**config.mk**
```make
export PLATFORM = sky130hd
export DESIGN_NAME = fixed_square
export DESIGN_NICKNAME = d
export VERILOG_FILES = /design/src/rtl/fixed_square.sv
export SDC_FILE = /design/constraint.sdc
export NUM_CORES = 1
export LEC_CHECK = 0
export BUFFER_PORTS_ARGS = -buffer_cell sky130_fd_sc_hd__buf_4
export CAP_MARGIN = 25
export CORE_AREA = 2 2 330 332
export CTS_CLUSTER_SIZE = 12
export DETAILED_ROUTE_END_ITERATION = 8
export DIE_AREA = 0 0 332 334
export HOLD_SLACK_MARGIN = 0.05
export PLACE_DENSITY = 0.46
export SLEW_MARGIN = 20
export SYNTH_ARGS = -nofsm -noshare
export SYNTH_HDL_FRONTEND = slang
export SYNTH_SLANG_ARGS = --single-unit
```
**constraint.sdc**
```tcl
create_clock -name clk -period 11.3 [get_ports clk]
set_clock_uncertainty 0.05 [all_clocks]
set_input_delay 2.26 -clock clk [delete_from_list [all_inputs] [get_ports clk]]
set_output_delay 2.26 -clock clk [all_outputs]
set_load 0.05 [all_outputs]
```
**src/rtl/fixed_square.sv**
```systemverilog
// Signed fixed-point squarer: |x| is squared by an iterative shift-add multiplier
// that retires STEP bits per cycle, and the result is truncated and saturated to Q(WIDTH-FRAC).FRAC.
module fixed_square #(
    parameter int WIDTH = 32,
    parameter int FRAC  = 16,
    parameter int STEP  = 4
) (
    input  logic             clk,
    input  logic             reset,
    input  logic             strobe,
    input  logic [WIDTH-1:0] x,
    output logic             ready,
    output logic             valid,
    output logic [WIDTH-1:0] square,
    output logic             overflow
);

    localparam int STEPS = WIDTH / STEP;
    localparam int CW    = $clog2(STEPS + 1);
    localparam logic [CW-1:0] LAST = CW'(STEPS);

    typedef enum logic [1:0] {
        READY = 2'd0,
        BUSY  = 2'd1,
        DONE  = 2'd2
    } state_t;

    state_t               r_state;
    state_t               w_next;
    logic [WIDTH-1:0]     r_mplier;
    logic [2*WIDTH-1:0]   r_mcand;
    logic [2*WIDTH-1:0]   r_acc;
    logic [CW-1:0]        r_count;
    logic [WIDTH-1:0]     r_square;
    logic                 r_overflow;
    logic [WIDTH-1:0]     w_abs;
    logic [2*WIDTH-1:0]   w_partial;
    logic                 w_last;
    logic                 w_ovf;

    // Unary minus of the most negative value yields 2^(WIDTH-1), which is correct read as unsigned.
    assign w_abs  = x[WIDTH-1] ? -x : x;
    assign w_last = (r_count == LAST);
    // The scaled product fits iff every bit at weight 2^(WIDTH-1) or above is clear.
    assign w_ovf  = |r_acc[2*WIDTH-1:WIDTH-1+FRAC];

    always_comb begin
        // NOTE: default first so every path assigns, otherwise a latch is inferred.
        w_partial = r_acc;
        for (int j = 0; j < STEP; j++) begin
            if (r_mplier[j]) begin
                w_partial = w_partial + (r_mcand << j);
            end
        end
    end

    always_ff @(posedge clk) begin
        // NOTE: registered state uses non-blocking assignments only, so all flops update together.
        if (reset) begin
            r_state <= READY;
        end else begin
            r_state <= w_next;
        end
    end

    always_comb begin
        w_next = READY;
        case (r_state)
            READY:   w_next = strobe ? BUSY : READY;
            BUSY:    w_next = w_last ? DONE : BUSY;
            DONE:    w_next = READY;
            default: w_next = READY;
        endcase
    end

    always_comb begin
        ready = (r_state == READY);
        valid = (r_state == DONE);
    end

    always_ff @(posedge clk) begin
        if (reset) begin
            r_mplier   <= '0;
            r_mcand    <= '0;
            r_acc      <= '0;
            r_count    <= '0;
            r_square   <= '0;
            r_overflow <= 1'b0;
        end else begin
            case (r_state)
                READY: begin
                    if (strobe) begin
                        r_mplier <= w_abs;
                        r_mcand  <= {{WIDTH{1'b0}}, w_abs};
                        r_acc    <= '0;
                        r_count  <= '0;
                    end
                end
                BUSY: begin
                    if (!w_last) begin
                        r_acc    <= w_partial;
                        r_mplier <= r_mplier >> STEP;
                        r_mcand  <= r_mcand << STEP;
                        r_count  <= r_count + CW'(1);
                    end else begin
                        // Final busy cycle: product is complete, load the result on DONE entry.
                        r_square   <= w_ovf ? {1'b0, {(WIDTH-1){1'b1}}} : r_acc[WIDTH-1+FRAC:FRAC];
                        r_overflow <= w_ovf;
                    end
                end
                default: ;
            endcase
        end
    end

    assign square   = r_square;
    assign overflow = r_overflow;

endmodule

```
==> impl_metrics.py, run 1 <==
metrics = {
    "place": {
        "dp_hpwl_um": 79600,
        "routabilityCongestion": 0.905,
        "placed_area_sq_mm": 0.0268,
        "io_buffers": 69,
        "dpl.cell_count": 4722,
        "pre_cts_ws_ns": 0.285,
    },
    "detailed_routing": {
        "ant_nets": 0,
        "routed_via_density": 5.27,
        "wl_um": 101000,
        "drt_iter0_drc": 2279,
        "drt_first_pass_iters": 6,
        "wire_per_inst_um": 21.1,
        "drc": 0,
        "via_count": 25114,
    },
    "clock_network": {
        "ctsRootBufferMaster": "clkbuf_16",
        "cts_buffer_depth": 2,
        "hold_buffers": 0,
        "cts_max_level": 4,
        "clk_pin_slew_worst_paths_ns": 0.10,
        "cts_buffers": 17,
        "cts_tree": "done",
        "clk_latency_ns": 0.52,
        "cts_num_sinks": 199,
    },
    "synthesis": {
        "syn_area_sq_mm": 0.0246,
        "synth.top_cell.area_share": 0.162,
        "ys_top_cells_by_count": "a21oi_1, nand2_1, nor2_1, ha_1, o21ai_0",
        "syn_avg_cell_area_sq_um": 7.36,
        "synth_edf_count": 0,
        "synth_area_leader_cell": "dfxtp_1",
        "synth_top_flop_cell": "dfxtp_1",
        "synth.most_common_cell": "a21oi_1",
        "synth-seq-area-share": 0.162,
        "synthTopCellsByArea": "dfxtp_1, ha_1, a21oi_1",
        "syn-num-nets": 3634,
        "yosys_warnings": 0,
        "synth-seq-cells": 199,
        "synth_cell_type_count": 101,
        "async_flop_share": 0,
        "syn_inst": 3342,
    },
    "layout": {
        "fin_cells": 4762,
        "finalInstanceArea_sq_mm": 0.0275,
        "nFillCells": 12068,
        "num_antenna_cells": 0,
        "final_util": 0.255,
        "syn2layout_area_growth_pct": 12.0,
        "layout-drive-gt1-share": 0.114,
        "final_nets": 3627,
    },
    "worst_setup_path": {
        "cp_data_required_time_ns": 11.66,
        "endpoint_kind": "register",
        "critical_path_class": "reg2reg",
        "crit_fanout": 7,
        "crit_arrival_ns": 10.98,
        "worst_setup_path_start_kind": "register",
        "max_stage_delay_ns": 0.58,
        "slowest_stage": "o211ai_1",
    },
    "power": {
        "p_leak_nw": 12.5,
        "p_per_area_mw_per_mm2": 87.5,
        "ir_drop_v": 0.000122,
        "p_total_mw": 2.41,
    },
    "sta": {
        "relSlewSlack": 0.261,
        "finalMaxSlewViolations": 0,
        "period_share": 0.940,
        "period_minus_slack_ns": 10.63,
        "setup_viol": 0,
        "hold_viol": 0,
        "tightest_slew_ns": 1.11,
        "fin_tns_setup_ns": 0,
        "fin_hold_ws_ns": 0.424,
        "rsz0062_at_grt": "no",
        "fmax_mhz": 94.1,
        "worst_slack_ns": 0.674,
    },
    "floorplan": {
        "num_rows": 121,
        "io_pins": 70,
        "start_util": 0.228,
        "die_x_um": 332,
        "chipHeight_um": 334,
        "die_area_sq_mm": 0.111,
        "core_sq_mm": 0.108,
    },
    "grt": {
        "first_global_vias": 24039,
        "track_usage": 0.178,
        "grt_pass1_wl_um": 151000,
        "antenna_found_initial": 1,
        "grt_start_max_net_pins": 78,
        "grt_overflow": 0,
    },
    "job": {
        "max_cap_viol_count": 0,
    },
    "worst_hold_path": {
        "min_path_type": "reg2reg",
    },
    "status": {
        "outcome": "complete, no violations",
    },
}
## power breakdown
part	internal (mW)	leakage, nW	total (mW)	switching, mW
combinational	0.339	10.6	0.939	0.600
clock	0.301	0.292	0.681	0.380
sequential	0.735	1.62	0.789	0.0545
## layout make-up
type	instances	area, sq um	share of cell area
Multi-Input combinational cell	2869	19600	0.711
Clock inverter	14	175	0.00636
Timing Repair Buffer	165	1280	0.0463
Inverter	83	312	0.0113
Sequential cell	199	4000	0.145
Clock buffer	18	429	0.0156
Tap cell	1414	1770	0.0642
## worst paths after layout
check                            startpoint     endpoint  slack (ns)  cells past startpoint
worst min register to register  r_mplier[4]  r_mplier[0]        0.42                      2
worst min-delay path            r_mplier[4]  r_mplier[0]        0.42                      2
worst max-delay path               r_acc[0]    r_acc[62]        0.67                     43
worst max register to register     r_acc[0]    r_acc[62]        0.67                     43
## logic make-up (layout without fill, tap and decap cells)
logic type                 Yosys count  after routing  synth area share
xor gates and xnor gates           254            254            0.0911
buffers and inverters              274            280            0.0469
adders and majority gates          257            257             0.132
DFF                                199            199             0.162
AOI/OAI and AO/OA                 1192           1192             0.311
muxes                              127            127            0.0579
and+or+nand+nor                   1039           1039             0.199
## sequential cells by signal, summed over array words and instances (netlist names)
register  cells
r_mcand      64
r_mplier     32
square       32
r_state       2
r_acc        64
overflow      1
r_count       4
## placed cells by master (no fill, tap or decap), types with 33 or more instances in the layout
cell and count:
a31oi_1 42, inv_1 81, nand4_1 63, ha_1 250, o21ai_0 235, xor2_1 98
nor2b_1 33, buf_4 162, xnor2_1 155, nor2_1 291, nand2b_1 34, a21oi_1 395
a21o_1 162, o21bai_1 42, and3_1 58, dfxtp_1 193, nand3_1 67, mux2_2 107
nor3_1 78, nand2_1 303
## timing repair
action,CTS,global route
buffers inserted,0,8
resized for setup,0,24
setup endpoints to repair,0,12
## worst max-delay path: cells and delay by family (launching register included)
kind	cells	cell delay, ns
adders and majority gates	5	1.56
DFF	1	0.34
buffers and inverters	4	0.53
and+or+nand+nor	10	1.72
muxes	3	0.92
xor gates and xnor gates	4	0.61
AOI/OAI and AO/OA	17	4.74
## routing by layer
| metal | wire length [um] | up-vias | track usage |
|---|---|---|---|
| met3 | 6430 | 91 | 0.0295 |
| met1 | 50400 | 11972 | 0.261 |
| met2 | 41500 | 731 | 0.264 |
| met4 | 2310 | 2 | 0.0505 |
| met5 | 13 | - | 0 |
| li1 | - | 12318 | - |
Power figures use the tool's default switching activity.
==> run 2: changes to the inputs <==
- PLACE_DENSITY: 0.46 -> 0.47
- clock period: 11.3 -> 9.4 ns (I/O delays scaled with it)
==> run 2 against run 1 <==
  * Utilization rose by 5.9 points
  * Register-to-register slack got worse by 1.0 ns
  * Worst hold slack improved by 0.013 ns
  * Maximum frequency rose by 9.3%
  * Routed wire length rose by 14%
  * The run now ends with negative setup slack left
  * Combinational power rose by 61%
  * Clock power rose by 27%
  * Sequential power rose by 18%
  * Die area did not move
  * Critical path depth rose by 7
  * Largest power group unchanged
==> impl_metrics.py, run 2 (same netlist as run 1, synthesis figures left out) <==
metrics = {
    "sta": {
        "period_minus_slack_ns": 9.72,
        "worst_slack_ns": -0.322,
        "fin_tns_setup_ns": -1.30,
        "period_share": 1.03,
        "fmax_mhz": 103,
        "rsz0062_at_grt": "yes",
        "fin_hold_ws_ns": 0.437,
        "setup_viol": 8,
        "hold_viol": 0,
        "finalMaxSlewViolations": 0,
        "tightest_slew_ns": 1.03,
        "relSlewSlack": 0.308,
    },
    "worst_hold_path": {
        "hold_end": "square[31]",
        "hold_depth": 1,
        "min_from": "square[31]",
        "min_path_type": "reg2reg",
    },
    "floorplan": {
        "start_util": 0.228,
        "die_x_um": 332,
        "die_area_sq_mm": 0.111,
        "core_sq_mm": 0.108,
        "num_rows": 121,
        "io_pins": 70,
        "chipHeight_um": 334,
    },
    "place": {
        "dpl.cell_count": 5424,
        "placed_area_sq_mm": 0.0321,
        "pre_cts_ws_ns": -1.16,
        "routabilityCongestion": 0.956,
        "dp_hpwl_um": 90600,
        "io_buffers": 69,
    },
    "worst_setup_path": {
        "r2r_start": "r_mcand[8]",
        "worst_setup_path_start_kind": "register",
        "reg2reg_depth": 50,
        "path_common_cell": "a21o_1",
        "r2r_slack_ns": -0.32,
        "endpoint_kind": "register",
        "rr_endpoint": "r_acc[63]",
        "worst-path-buf-inv": 3,
        "crit_family": "compound AO/OA/AOI/OAI gates",
        "cp_data_required_time_ns": 9.77,
        "max_stage_delay_ns": 0.48,
        "slowest_stage": "or4_4",
        "crit_arrival_ns": 10.10,
        "critical_path_class": "reg2reg",
        "crit_fanout": 4,
    },
    "detailed_routing": {
        "wl_met2_um": 48900,
        "wl_um": 114000,
        "met3WireLength_um": 6480,
        "via_count": 28240,
        "drt_first_pass_iters": 6,
        "highest_layer": "met4",
        "drt_iter0_drc": 2267,
        "routed_via_density": 5.16,
        "drt-met1-wl_um": 55600,
        "wire_per_inst_um": 20.9,
        "drc": 0,
        "ant_nets": 0,
    },
    "grt": {
        "grt_start_max_net_pins": 74,
        "grt_pass1_wl_um": 169000,
        "first_global_vias": 26928,
        "track_usage": 0.200,
        "grt_overflow": 0,
        "antenna_found_initial": 5,
    },
    "power": {
        "p_leak_nw": 16.2,
        "p_total_mw": 3.31,
        "ir_drop_v": 0.000115,
        "p_per_area_mw_per_mm2": 97.5,
    },
    "layout": {
        "layout-drive-gt1-share": 0.305,
        "final_util": 0.315,
        "syn2layout_area_growth_pct": 38.0,
        "finalInstanceArea_sq_mm": 0.0339,
        "mostFrequentLayoutCell": "buf_4",
        "reg_top3": "r_acc (64), r_mcand (64)",
        "fin_cells": 5475,
        "final_nets": 4338,
        "most-common-layout-cells": "buf_4, a21oi_1, nand2_1, nor2_1, ha_1",
    },
    "clock_network": {
        "clk_pin_slew_worst_paths_ns": 0.10,
        "cts_tree": "done",
        "cts_num_sinks": 199,
        "ctsRootBufferMaster": "clkbuf_16",
        "cts_buffer_depth": 2,
        "hold_buffers": 0,
        "cts_buffers": 17,
        "clk_latency_ns": 0.52,
        "cts_max_level": 4,
    },
    "job": {
        "max_cap_viol_count": 0,
    },
    "status": {
        "outcome": "finished with violations",
        "violations": "negative setup slack",
    },
}
-- run 2: routing by layer --
| metal | global-route usage | vias up |
|---|---|---|
| li1 | - | 13737 |
| met1 | 0.288 | 13525 |
| met2 | 0.306 | 861 |
| met3 | 0.0253 | 117 |
| met4 | 0.0638 | 0 |
| met5 | 0 | - |
-- run 2: how the worst max path moves through the flow --
stage | start | end | slack (ns) | cells past startpoint
CTS | r_mcand[2] | r_acc[63] | -0.19 | 52
global placement | r_mcand[0] | r_acc[63] | -1.23 | 53
detailed placement | r_mcand[0] | r_acc[63] | -1.16 | 53
finish | r_mcand[8] | r_acc[63] | -0.32 | 50
global route | r_mcand[8] | r_acc[63] | -0.74 | 50
floorplan | r_mcand[0] | r_acc[63] | 0.03 | 51
-- run 2: what timing repair did --
action                                  4_1_cts  5_1_grt
hold endpoints to repair                      0        0
endpoints found under the setup margin       24       30
resized for setup                           141       90
buffers inserted                             15        4
pin swaps                                    47       22
-- run 2: final cells by class --
| cell class | count | area, sq um |
|---|---|---|
| fill | 11743 | 73900 |
| clock buffer | 17 | 425 |
| inverter | 83 | 312 |
| sequential | 199 | 4010 |
| multi-input combinational | 2869 | 20600 |
| tap | 1414 | 1770 |
| timing repair buffer | 876 | 6640 |
| clock inverter | 15 | 211 |
| antenna | 2 | 5.00 |
-- run 2: power breakdown --
| part | switching (mW) | total, mW | leakage, nW | internal [mW] |
|---|---|---|---|---|
| clock | 0.470 | 0.865 | 0.312 | 0.395 |
| combinational | 0.859 | 1.51 | 14.3 | 0.654 |
| sequential | 0.0483 | 0.932 | 1.62 | 0.884 |
| total | 1.38 | 3.31 | 16.2 | 1.93 |
-- run 2: worst reg2reg max path: cells and delay by family, from the launching register on --
family          cells  cell delay [ns]
simple gates        9             1.46
flops               1             0.37
mux                 1             0.30
buf+inv             3             0.52
xor+xnor            6             1.01
compound gates     27             4.69
fa+ha+maj           4             1.21
